--- src/rtl/serial_demux_pkg.sv ---
// Shared types and constants for the serial demultiplexer: FSM state encoding,
// address-width derivation and the parity sense.
package serial_demux_pkg;

    typedef enum logic [2:0] {
        ST_IDLE = 3'd0,
        ST_ADDR = 3'd1,
        ST_LEN  = 3'd2,
        ST_DATA = 3'd3,
        ST_PAR  = 3'd4,
        ST_DONE = 3'd5
    } state_t;

    localparam logic PARITY_EVEN = 1'b0;

    // A two-channel demux still needs one address bit.
    function automatic int calc_addr_w(input int num_ch);
        return (num_ch <= 2) ? 1 : $clog2(num_ch);
    endfunction

endpackage

--- src/rtl/serial_demux_n_bit_down_counter.sv ---
// Loadable down counter with a zero flag; decrementing stops at zero so the
// count never wraps.
module bit_down_counter #(
    parameter int WIDTH = 4
) (
    input  logic             clk,
    input  logic             rst,
    input  logic             load,
    input  logic [WIDTH-1:0] load_val,
    input  logic             dec,
    output logic [WIDTH-1:0] count,
    output logic             zero
);

    logic [WIDTH-1:0] r_count;

    // Count register: load wins over decrement.
    always_ff @(posedge clk) begin
        if (rst) begin
            r_count <= '0;
        end else if (load) begin
            r_count <= load_val;
        end else if (dec && (r_count != '0)) begin
            r_count <= r_count - WIDTH'(1);
        end else begin
            r_count <= r_count;
        end
    end

    assign count = r_count;
    assign zero  = (r_count == '0);

endmodule

--- src/rtl/serial_demux_n.sv ---
// Framed serial-to-channel demultiplexer: start, address, length, payload and
// optional even-parity bit; payload is steered onto one of NUM_CH serial outputs.
module serial_demux_n
    import serial_demux_pkg::*;
#(
    parameter int NUM_CH    = 4,
    parameter int LEN_W     = 4,
    parameter int PARITY_EN = 1
) (
    input  logic              clk,
    input  logic              rst,
    input  logic              clkEn,
    input  logic              SerIn,
    output logic [NUM_CH-1:0] ChOut,
    output logic              SerOutValid,
    output logic [LEN_W-1:0]  Remaining,
    output logic              Done,
    output logic              ParErr,
    output logic              Busy
);

    localparam int ADDR_W = calc_addr_w(NUM_CH);
    localparam int CNT_W  = (LEN_W > ADDR_W) ? LEN_W : ADDR_W;

    state_t              r_state;
    logic [ADDR_W-1:0]   r_addr;
    logic [LEN_W-1:0]    r_len;
    logic                r_par;
    logic                r_parerr;

    logic [ADDR_W:0]     w_addr_shift;
    logic [LEN_W:0]      w_len_shift;
    logic [LEN_W-1:0]    w_len_next;
    logic                w_bc_load;
    logic [CNT_W-1:0]    w_bc_val;
    logic                w_bc_dec;
    logic                w_bc_zero;
    logic [CNT_W-1:0]    w_bc_count_unused;
    logic                w_rem_load;
    logic                w_rem_dec;
    logic                w_rem_zero;
    logic [LEN_W-1:0]    w_rem;
    logic [NUM_CH-1:0]   w_chout;

    assign w_addr_shift = {r_addr, SerIn};
    assign w_len_shift  = {r_len, SerIn};
    assign w_len_next   = w_len_shift[LEN_W-1:0];

    // Counter controls: the field counter indexes address/length bits, the
    // second counter tracks payload bits still to deliver.
    always_comb begin
        w_bc_load  = 1'b0;
        w_bc_val   = '0;
        w_bc_dec   = 1'b0;
        w_rem_load = 1'b0;
        w_rem_dec  = 1'b0;
        if (clkEn) begin
            case (r_state)
                ST_IDLE: begin
                    if (!SerIn) begin
                        w_bc_load = 1'b1;
                        w_bc_val  = CNT_W'(ADDR_W - 1);
                    end else begin
                        w_bc_load = 1'b0;
                    end
                end
                ST_ADDR: begin
                    if (w_bc_zero) begin
                        w_bc_load = 1'b1;
                        w_bc_val  = CNT_W'(LEN_W - 1);
                    end else begin
                        w_bc_dec = 1'b1;
                    end
                end
                ST_LEN: begin
                    if (w_bc_zero) begin
                        w_rem_load = 1'b1;
                    end else begin
                        w_bc_dec = 1'b1;
                    end
                end
                ST_DATA: w_rem_dec = !w_rem_zero;
                default: w_rem_dec = 1'b0;
            endcase
        end else begin
            w_bc_load = 1'b0;
        end
    end

    bit_down_counter #(.WIDTH(CNT_W)) u_bit_cnt (
        .clk      (clk),
        .rst      (rst),
        .load     (w_bc_load),
        .load_val (w_bc_val),
        .dec      (w_bc_dec),
        .count    (w_bc_count_unused),
        .zero     (w_bc_zero)
    );

    bit_down_counter #(.WIDTH(LEN_W)) u_rem_cnt (
        .clk      (clk),
        .rst      (rst),
        .load     (w_rem_load),
        .load_val (w_len_next),
        .dec      (w_rem_dec),
        .count    (w_rem),
        .zero     (w_rem_zero)
    );

    // Frame FSM with field shift registers and the running parity.
    always_ff @(posedge clk) begin
        if (rst) begin
            r_state  <= ST_IDLE;
            r_addr   <= '0;
            r_len    <= '0;
            r_par    <= 1'b0;
            r_parerr <= 1'b0;
        end else if (clkEn) begin
            case (r_state)
                ST_IDLE: begin
                    if (!SerIn) begin
                        r_state <= ST_ADDR;
                        r_par   <= PARITY_EVEN;
                    end
                end
                ST_ADDR: begin
                    r_addr <= w_addr_shift[ADDR_W-1:0];
                    r_par  <= r_par ^ SerIn;
                    if (w_bc_zero) begin
                        r_state <= ST_LEN;
                    end
                end
                ST_LEN: begin
                    r_len <= w_len_next;
                    r_par <= r_par ^ SerIn;
                    if (w_bc_zero) begin
                        if (w_len_next != '0) begin
                            r_state <= ST_DATA;
                        end else begin
                            r_state <= (PARITY_EN != 0) ? ST_PAR : ST_DONE;
                        end
                    end
                end
                ST_DATA: begin
                    r_par <= r_par ^ SerIn;
                    if (w_rem == LEN_W'(1)) begin
                        r_state <= (PARITY_EN != 0) ? ST_PAR : ST_DONE;
                    end
                end
                ST_PAR: begin
                    r_parerr <= r_par ^ SerIn;
                    r_state  <= ST_DONE;
                end
                ST_DONE: r_state <= ST_IDLE;
                default: r_state <= ST_IDLE;
            endcase
        end
    end

    // Only the addressed channel follows the line, and only during payload.
    always_comb begin
        w_chout = '0;
        if (r_state == ST_DATA) begin
            w_chout[r_addr] = SerIn;
        end else begin
            w_chout = '0;
        end
    end

    assign ChOut       = w_chout;
    assign SerOutValid = (r_state == ST_DATA);
    assign Remaining   = w_rem;
    assign Done        = (r_state == ST_DONE);
    assign ParErr      = r_parerr;
    assign Busy        = (r_state != ST_IDLE);

endmodule

--- config.mk ---
export PLATFORM = sky130hd
export DESIGN_NAME = serial_demux_n
export DESIGN_NICKNAME = d
export VERILOG_FILES = /design/src/rtl/serial_demux_pkg.sv /design/src/rtl/serial_demux_n_bit_down_counter.sv /design/src/rtl/serial_demux_n.sv
export SDC_FILE = /design/constraint.sdc
export NUM_CORES = 1
export LEC_CHECK = 0
export CAP_MARGIN = 0
export CELL_PAD_IN_SITES_DETAIL_PLACEMENT = 0
export CELL_PAD_IN_SITES_GLOBAL_PLACEMENT = 1
export CORE_UTILIZATION = 43
export DETAILED_ROUTE_END_ITERATION = 16
export PLACE_DENSITY_LB_ADDON = 0.08
export SYNTH_ARGS = -nofsm -noshare
export SYNTH_HDL_FRONTEND = slang
export SYNTH_SLANG_ARGS = --single-unit
export TNS_END_PERCENT = 30
--- constraint.sdc ---
create_clock -name clk -period 2.85 [get_ports clk]
set_input_delay 0.4275 -clock clk [delete_from_list [all_inputs] [get_ports clk]]
set_output_delay 0.4275 -clock clk [all_outputs]
set_load 0.03 [all_outputs]
After elaboration in Yosys (flattened, before gate mapping)
Index checks and enable logic that the tools add are counted.
- register bits after elaboration: 18
- input port bits: 4
- output and inout port bits: 12
- logic and storage cells: 74
- $add $sub $neg: 2
- order comparisons: 2
- eq/ne operators: 10
- muxes and demuxes: 30
- bitwise operators: 2
- reduce and logical (&&, ||, !) cells: 21
- operators with widths (kind ; number):
    two-way mux 4 bit ; 5
    two-way mux 3 bit ; 5
    case mux 3 bit (5 select lines) ; 1
    two-way mux 1 bit ; 13
    nonzero test 4 bit ; 3
    logical NOT 4 bit ; 2
    subtractor 4 x 1 -> 4 bit (second input constant) ; 2
    == test 3 x 2 -> 1 bit (second input constant) ; 2
    == test 3 bit (second input constant) ; 2
    inequality test 2 x 1 -> 1 bit (second input constant) ; 3
    AND reduction 2 bit ; 3
    nonzero test 2 bit ; 3
    AND reduction 5 bit ; 1
    bitwise AND 4 bit ; 1
    == test 4 x 1 -> 1 bit (second input constant) ; 1
    two-way mux 2 bit ; 2
    case mux 1 bit (2 select lines) ; 2
    case mux 2 bit (2 select lines) ; 1
    == test 3 x 1 -> 1 bit (second input constant) ; 1
    logical AND 1 bit ; 3
    logical NOT 3 bit ; 1
    less-than comparator 2 x 3 -> 1 bit (second input constant) ; 1
    AND reduction 3 bit ; 1
    nonzero test 3 bit ; 1
    other kinds (7) ; 7

Logic depth before layout (Yosys ltp)
Gate-level depths: netlist of run 1.
- word-level depth: 7
- gate-level depth with buffers: 7
- depth with buffers taken out: 6

Modules after synthesis
From an unflattened synthesis of run 1, not the netlist that was laid out.
- cell total of the unflattened synthesis: 132
- area, all modules: 1209.9 um^2
- by module, submodules not included (module ; times used ; cells each ; area each (um^2) ; sequential area each (um^2)):
    serial_demux_n ; 1 ; 74 ; 684.4 ; 200.2
    bit_down_counter ; 2 ; 29 ; 262.8 ; 80.1

Least setup slack after synthesis of run 1
OpenSTA, ideal clock, no wires.
- kind: in2out
- from: in SerIn
- to: out ChOut[0]
- data arrival time: 1.719 ns
- setup slack: 0.703 ns
- cell stages on the path: 4
- path through: buf_2 > inv_1 > nor3_1 > nor3b_1
- longest elaborated chain between the ends: 2
- ends and longest elaborated chain (what ; RTL line ; source):
    start: declaration ; serial_demux_n.sv:13 ; input logic SerIn,
    bitwise AND 4 bit (no source line) ; -- ;
    two-way mux 4 bit ; serial_demux_n.sv:163 ; if (r_state == ST_DATA) begin
    end: declaration ; serial_demux_n.sv:14 ; output logic [NUM_CH-1:0] ChOut,
No other way between the ends.

Worst setup path in the final report of run 1
- from: in SerIn
- to: out ChOut[1]
Same word-level chain as after synthesis.

==> impl_metrics.ini, run 1 <==
[power_and_ir_drop]
fin_total_pwr_uw = 553
peakVddDrop_mv = 0.248
power.density_cell_area_nw_per_um2 = 405
power_leakage_uw = 0.000517

[detailed_routing]
dr.first_iter.drc_count = 17
wl_per_cell_microns = 14.6
detail-route-antenna-nets = 0
drt_wl_total_mm = 2.55
drc = 0
first_pass_iters = 4
viasPerCell = 5.58
vias = 977

[timing]
timing.final.crit_share_pct = 91.1
fmaxAchievable_mhz = 385
final_max_slew_viol_count = 0
finClkSkew_ns = 0.00864
finalSetupViolCount = 0
rsz0062_at_grt = false
finalHoldViolCount = 0
finalCriticalPeriod_ns = 2.60
finalSetupTns_ns = 0
slew_headroom_pct = 58.0
tightest_slew_ns = 0.625

[yosys]
synth_area_leader_cell = dfxtp_1
synth.net_count = 136
synthDistinctLibCells = 46
netlist_area_sq_um = 1150
synth_async_sr_flop_share_pct = 0
synth_top_cell_area_share_pct = 31.2
synth-edff-count = 0
synth_cells = 129
synth_seq_cells = 18
synth_ff_type = dfxtp_1
avgSynthCellArea_sq_um = 8.95
synthTopCellsByArea = dfxtp_1 (31%), mux2i_1 (6.9%), nor2_1 (4.2%)
ys_warn_count = 0
synth-seq-area-share_pct = 31.2

[cts]
clockBufferDepth = 2
insertion_delay_ns = 0.30
cts_buffers = 3
cts_hold_buf = 0
clk_pin_slew_ns = 0.10
cts_root_buffer = clkbuf_4
cts_tree = done
htree_levels = 1
cts_resized = 0
cts_setup_buffers = 0
cts.sinks = 18

[global_routing]
grt_pass1_wl_mm = 4.21
grt_max_degree = 13
antenna_found_initial = 0
grt_overflow = 0
global_route.usage.total_pct = 20.4
first_global_vias = 916

[floorplanning]
core-area_sq_um = 2500
initial_core_util_pct = 46.2
die_area_sq_um = 2900
rows = 18
ioPinCount = 16
die_w_microns = 53.8
die_h_microns = 53.8

[worst_setup_path]
critPathKind = in2out
cp.arrival_ns = 2.17
reg2reg_slack_ns = 1.00
cp_max_fo = 4
start_kind = input port
cp.required_ns = 2.42
critPathCaptureType = primary output

[placed_design]
gp_congestion = 0.868
io_buffers = 15
hpwl_mm = 1.83

[worst_hold_path]
min_path_type = reg2reg

[run_status]
status = completed

[finish]
mostFrequentLayoutCells = dfxtp_1 (18), nor2_1 (13), clkdlybuf4s50_1 (13), inv_1 (10)
fillers = 242
multiInputGateArea_sq_um = 714
nets = 153
diodes = 0
final_common_cell = dfxtp_1
drive_gt1_share_pct = 16.6
seqCellArea_sq_um = 360
postLayoutCoreUtil_pct = 54.6
area_growth_pct = 18.2

[job]
drv_cap = 0
[cells by family after synthesis]
group,Yosys count,share of synthesized area [%]
AO/OA/AOI/OAI,26,19.8
XOR/XNOR,2,1.52
adder cells (fa/ha/maj),3,3.25
buffers and inverters,18,6.93
flip-flops,18,31.2
multiplexers,11,10.8
AND/OR/NAND/NOR,51,26.4
[final timing paths]
path | start | cells past startpoint | to
hold / removal | u_rem_cnt.count[3]$_SDFFE_PP0P_ | 2 | u_rem_cnt.count[3]$_SDFFE_PP0P_
hold reg to reg | u_rem_cnt.count[3]$_SDFFE_PP0P_ | 2 | u_rem_cnt.count[3]$_SDFFE_PP0P_
setup reg to reg | u_bit_cnt.count[0]$_SDFFE_PP0P_ | 6 | r_state[2]$_SDFFE_PP0P_
setup / recovery | SerIn | 6 | ChOut[1]
[stage by stage]
step                instance area [sq um]  instances  worst slack (ns)  hold slack (ns)
global placement                     1330        171             0.298            0.489
CTS                                  1370        175             0.242            0.511
detailed placement                   1330        171             0.246            0.494
floorplan                            1150        129             0.703            0.467
global route                         1370        175            0.0775            0.539
finish                               1370        175             0.254            0.508
[state kept, by name, summed over array words and instances, names as in the netlist]
signal           cells
u_bit_cnt.count      4
u_rem_cnt.count      4
r_len                3
r_state              3
r_addr               2
ParErr               1
r_par                1
[per-layer routing]
| layer | GRT usage, % | wire, microns | vias to the layer above |
|---|---|---|---|
| li1 | - | - | 499 |
| met1 | 25.0 | 1230 | 466 |
| met2 | 35.6 | 1230 | 10 |
| met3 | 2.54 | 69 | 2 |
| met4 | 7.89 | 14 | 0 |
| met5 | 0 | 0 | - |
[final cells by class]
cell class,instances,share of cell area (%)
Sequential cell,18,26.4
Multi-Input combinational cell,93,52.3
Timing Repair Buffer,19,12.8
Tap cell,30,2.75
Clock buffer,4,2.66
Inverter,11,3.02
[power by group]
part           internal (uW)  leakage (uW)  switching [uW]
logic                   53.0      0.000350            68.8
clock network           77.9     0.0000210            84.7
registers                260      0.000146            9.04
[synthesized netlist by cell type (all sizes together), types with 3 or more instances]
master / number
nand3: 3
o21ai: 3
buf: 5
nor3: 8
mux2i: 8
a21oi: 4
inv: 11
dfxtp: 18
nand2: 8
a211oi: 3
ha: 3
mux2: 3
and3: 3
nor3b: 4
nor2: 13
o31ai: 3
[critical path: stages]
cell and delay (ns):
clkdlybuf4s50_1 0.47, inv_1 0.07, nor3_1 0.33, nand2_1 0.09
nor2_1 0.09, clkdlybuf4s50_1 0.68
Power figures use the tool's default switching activity.
==> inputs of run 2 (changes only) <==
- CORE_MARGIN: default -> 10
==> impl_metrics.ini, run 2 (synthesis results as in run 1) <==
[run_status]
status = completed

[placed_design]
gp_congestion = 0.817
hpwl_mm = 1.87
io_buffers = 15
placed_cell_area_sq_um = 1300
place_inst = 168

[detailed_routing]
vias = 957
detail-route-antenna-nets = 0
viasPerCell = 5.60
drc = 0
first_pass_iters = 4
wl_per_cell_microns = 14.4
drt_wl_total_mm = 2.46
dr.first_iter.drc_count = 48

[cts]
cts_tree = done
cts_setup_buffers = 0
cts_resized = 0
cts_hold_buf = 0
cts.sinks = 18
clockBufferDepth = 2
insertion_delay_ns = 0.29
cts_root_buffer = clkbuf_4
cts_buffers = 3
clk_pin_slew_ns = 0.10
htree_levels = 1

[floorplanning]
initial_core_util_pct = 45.8
die_area_sq_um = 5160
die_h_microns = 71.8
core-area_sq_um = 2520
ioPinCount = 16
rows = 18
die_w_microns = 71.8

[timing]
tightest_slew_ns = 0.602
finalSetupViolCount = 0
finalSetupTns_ns = 0
finalCriticalPeriod_ns = 2.46
finClkSkew_ns = 0.00181
rsz0062_at_grt = false
slew_headroom_pct = 59.8
final_max_slew_viol_count = 0
timing.hold.ws_ns = 0.504
fmaxAchievable_mhz = 407
timing.final.crit_share_pct = 86.2
finalHoldViolCount = 0

[worst_setup_path]
cp.required_ns = 2.42
critPathKind = in2out
cp_max_fo = 8
cp.arrival_ns = 2.03
critPathCaptureType = primary output
start_kind = input port

[finish]
diodes = 0
area_growth_pct = 14.6
drive_gt1_share_pct = 15.6
final_common_cell = dfxtp_1
finalInstanceArea_sq_um = 1320
postLayoutCoreUtil_pct = 52.5
nets = 150
mostFrequentLayoutCells = dfxtp_1 (18), nor2_1 (13), clkdlybuf4s50_1 (11), inv_1 (10)
final_cells = 171

[global_routing]
grt_pass1_wl_mm = 4.28
first_global_vias = 932
grt_overflow = 0
grt_max_degree = 15
global_route.usage.total_pct = 9.68
antenna_found_initial = 0

[power_and_ir_drop]
power.density_cell_area_nw_per_um2 = 387
power_leakage_uw = 0.000498
peakVddDrop_mv = 0.217

[job]
drv_cap = 0

[worst_hold_path]
min_path_type = reg2reg
## run 2: worst paths after layout
| path | startpoint | to | slack, ns | cells past startpoint |
|---|---|---|---|---|
| worst min register to register | ParErr$_SDFFE_PP0P_ | ParErr$_SDFFE_PP0P_ | 0.50 | 2 |
| worst max register to register | r_state[0]$_SDFFE_PP0P_ | u_rem_cnt.count[2]$_SDFFE_PP0P_ | 0.95 | 4 |
| worst max-delay path | SerIn | ChOut[0] | 0.39 | 5 |
| worst min-delay path | ParErr$_SDFFE_PP0P_ | ParErr$_SDFFE_PP0P_ | 0.50 | 2 |
## run 2: layout make-up
cell class              instances  area, sq um
clock buffers                   3         22.5
fillers                       248         1200
inverters                      11         41.3
multi-input cells              93          714
flip-flops and latches         18          360
well taps                      30         37.5
repair buffers                 16          148
## run 2: where the power goes
| part | internal, uW | total (uW) | switching (uW) |
|---|---|---|---|
| combinational | 49.3 | 108 | 58.4 |
| sequential | 259 | 276 | 16.1 |
| clock | 49.2 | 129 | 80.3 |
| total | 358 | 513 | 155 |
## run 2: critical path: stages
cell	delay (ns)
clkdlybuf4s50_1	0.67
inv_1	0.13
nor3_1	0.37
nor3b_1	0.24
buf_4	0.19
## run 2: through the flow
stage | total power [uW] | setup WS (ns)
2_1_floorplan | 362 | 0.703
3_3_place_gp | 388 | 0.487
3_5_place_dp | 388 | 0.412
4_1_cts | 518 | 0.405
5_1_grt | 540 | 0.247
6_report | 513 | 0.394
## run 2: layer usage
| metal | up-vias | wire length, microns | GRT usage [%] | part of all wire [%] |
|---|---|---|---|---|
| met5 | - | 0 | 0 | 0 |
| met4 | 0 | 23 | 2.58 | 0.93 |
| met3 | 4 | 59 | 1.79 | 2.4 |
| met2 | 11 | 1170 | 16.5 | 48 |
| met1 | 450 | 1210 | 12.1 | 49 |
| li1 | 492 | - | - | - |
==> inputs of run 3 (changes only) <==
- CORE_MARGIN: 10 -> default
- CORE_UTILIZATION: 43 -> 44
- SYNTH_HIERARCHICAL: default -> 1
==> impl_metrics.ini, run 3 <==
[cts]
insertion_delay_ns = 0.29
cts_resized = 0
cts_tree = done
cts_root_buffer = clkbuf_4
clockBufferDepth = 2
cts_setup_buffers = 0
cts_hold_buf = 0
clk_pin_slew_ns = 0.10
cts.sinks = 18
htree_levels = 1
cts_buffers = 3

[yosys]
ys_warn_count = 6
synth_cells = 132
synth_top_family_by_area = simple AND/OR/NAND/NOR gates
synth_seq_cells = 18
synth_mux_area_share_pct = 6.62
synthDistinctLibCells = 42
synth_ff_type = dfxtp_1
synth-compound-area-share_pct = 21.4
synth_xor_area_share_pct = 2.07
synth_async_sr_flop_share_pct = 0
synth_top_cell_area_share_pct = 29.8
avgSynthCellArea_sq_um = 9.17
yosysMostFrequentCell = nor2_1
synth_fa_ha_area_share_pct = 2.07
synth_common_cells = nor2_1 (19), dfxtp_1 (18), inv_1 (11)
synth-simple-area-share_pct = 32.4
synth-seq-area-share_pct = 29.8
synthTopCellsByArea = dfxtp_1 (30%), a2111oi_4 (6.8%), mux2i_1 (6.6%)
synth-edff-count = 0
synth_area_leader_cell = dfxtp_1
netlist_area_sq_um = 1210

[worst_setup_path]
cp_max_fo = 12
cp.required_ns = 2.42
start_kind = register
crit_path_cell_trace = and3_1 -> nand2_1 -> nor3b_1 -> clkdlybuf4s50_1
slowest_stage = clkdlybuf4s50_1
critPathKind = reg2out
critPathCaptureType = primary output
cp.arrival_ns = 2.20
critPathBufInv = 1
slowest_delay_ns = 0.69
cp_top_family = buffers and inverters

[floorplanning]
core-area_sq_um = 2540
initial_core_util_pct = 47.5
die_h_microns = 54.4
rows = 18
die_area_sq_um = 2960
die_w_microns = 54.4
ioPinCount = 16

[global_routing]
grt_pass1_wl_mm = 3.76
global_route.usage.total_pct = 17.8
grt_max_degree = 20
grt_overflow = 0
first_global_vias = 867
antenna_found_initial = 0

[detailed_routing]
drc = 0
viasPerCell = 5.54
vias = 1008
detail-route-antenna-nets = 0
wl_per_cell_microns = 13.2
first_pass_iters = 4
drt_wl_total_mm = 2.40
dr.first_iter.drc_count = 15

[placed_design]
gp_congestion = 0.736
hpwl_mm = 1.79
placed_cell_area_sq_um = 1410
io_buffers = 15

[finish]
nets = 159
fillers = 240
finalInstanceArea_sq_um = 1440
final_common_cell = nor2_1
area_growth_pct = 19.3
diodes = 0
mostFrequentLayoutCells = nor2_1 (19), dfxtp_1 (18), clkdlybuf4s50_1 (15), inv_1 (11)
drive_gt1_share_pct = 16.4

[power_and_ir_drop]
power_leakage_uw = 0.000484
fin_total_pwr_uw = 639
power.density_cell_area_nw_per_um2 = 442
peakVddDrop_mv = 0.321

[timing]
timing.final.crit_share_pct = 92.2
finClkSkew_ns = 0.00392
finalCriticalPeriod_ns = 2.63
final_max_slew_viol_count = 0
tightest_slew_ns = 0.799
fmaxAchievable_mhz = 381
finalHoldViolCount = 0
rsz0062_at_grt = false
slew_headroom_pct = 46.6
finalSetupTns_ns = 0
finalSetupViolCount = 0

[worst_hold_path]
min_path_type = reg2reg

[job]
drv_cap = 0

[run_status]
status = completed
==> run 3: changes by cell type after synthesis, sizes merged, moves of 2 or more <==
| cell | change |
|---|---|
| o31ai | -3 |
| or3 | -2 |
| and3 | -2 |
| nand4b | +2 |
| a32oi | -2 |
| nor4b | +3 |
| nor2 | +7 |
| a311o | +2 |
| a311oi | +4 |
| a21o | +3 |
| a2111oi | +2 |
| buf | -2 |
| mux2 | -3 |
==> run 3: metrics by stage <==
stage          util, %  instances  setup slack, ns  hold WS [ns]
6_report          56.7        182            0.223         0.529
3_3_place_gp      55.3        178            0.535         0.501
2_1_floorplan        -        133            0.266         0.480
4_1_cts           56.7        182            0.200         0.532
3_5_place_dp      55.3        178            0.536         0.518
5_1_grt           56.7        182           0.0847         0.549
==> run 3: worst paths after layout <==
path	startpoint	to	cells past startpoint	slack, ns
setup / recovery	r_state[0]$_SDFFE_PP0P_	ChOut[1]	4	0.22
setup reg to reg	u_bit_cnt/count[1]$_SDFFE_PP0P_	u_bit_cnt/count[1]$_SDFFE_PP0P_	8	0.59
hold reg to reg	r_len[2]$_SDFFE_PP0P_	u_rem_cnt/count[3]$_SDFFE_PP0P_	2	0.53
hold / removal	r_len[2]$_SDFFE_PP0P_	u_rem_cnt/count[3]$_SDFFE_PP0P_	2	0.53
==> run 3: logic make-up (layout without fill, tap and decap cells) <==
kind of cell             count (synthesis)  in the layout
multiplexers                             8              8
AO/OA/AOI/OAI                           25             25
AND/OR/NAND/NOR                         61             61
adder cells (fa/ha/maj)                  2              2
other                                    1              2
flip-flops                              18             18
XOR/XNOR                                 2              2
buffers and inverters                   15             34
==> run 3: layout make-up <==
cell class | count | area [sq um] | area share (%)
well taps | 30 | 37.5 | 2.60
flip-flops and latches | 18 | 360 | 25.0
inverters | 11 | 41.3 | 2.86
repair buffers | 19 | 180 | 12.5
clock buffers | 4 | 36.3 | 2.51
multi-input cells | 100 | 788 | 54.6
==> run 3: routing by layer <==
metal | vias to the layer above | part of all wire (%) | GRT usage, % | wire length, microns
met4 | 0 | 0.42 | 6.41 | 10
met2 | 11 | 47 | 28.0 | 1120
met3 | 2 | 2.5 | 3.33 | 59
li1 | 521 | - | - | -
met5 | - | 0 | 0 | 0
met1 | 474 | 51 | 23.9 | 1210
==> run 3: tightest hold or removal path: stages (launching register included) <==
cell,delay (ns)
dfxtp_1,0.34
nor2_1,0.09
a211oi_1,0.06
==> run 3: report_power, final <==
| group | switching (uW) | internal [uW] | leakage [uW] |
|---|---|---|---|
| logic | 106 | 82.7 | 0.000317 |
| registers | 24.6 | 266 | 0.000146 |
| clock network | 80.8 | 77.8 | 0.0000210 |
| total | 212 | 427 | 0.000484 |
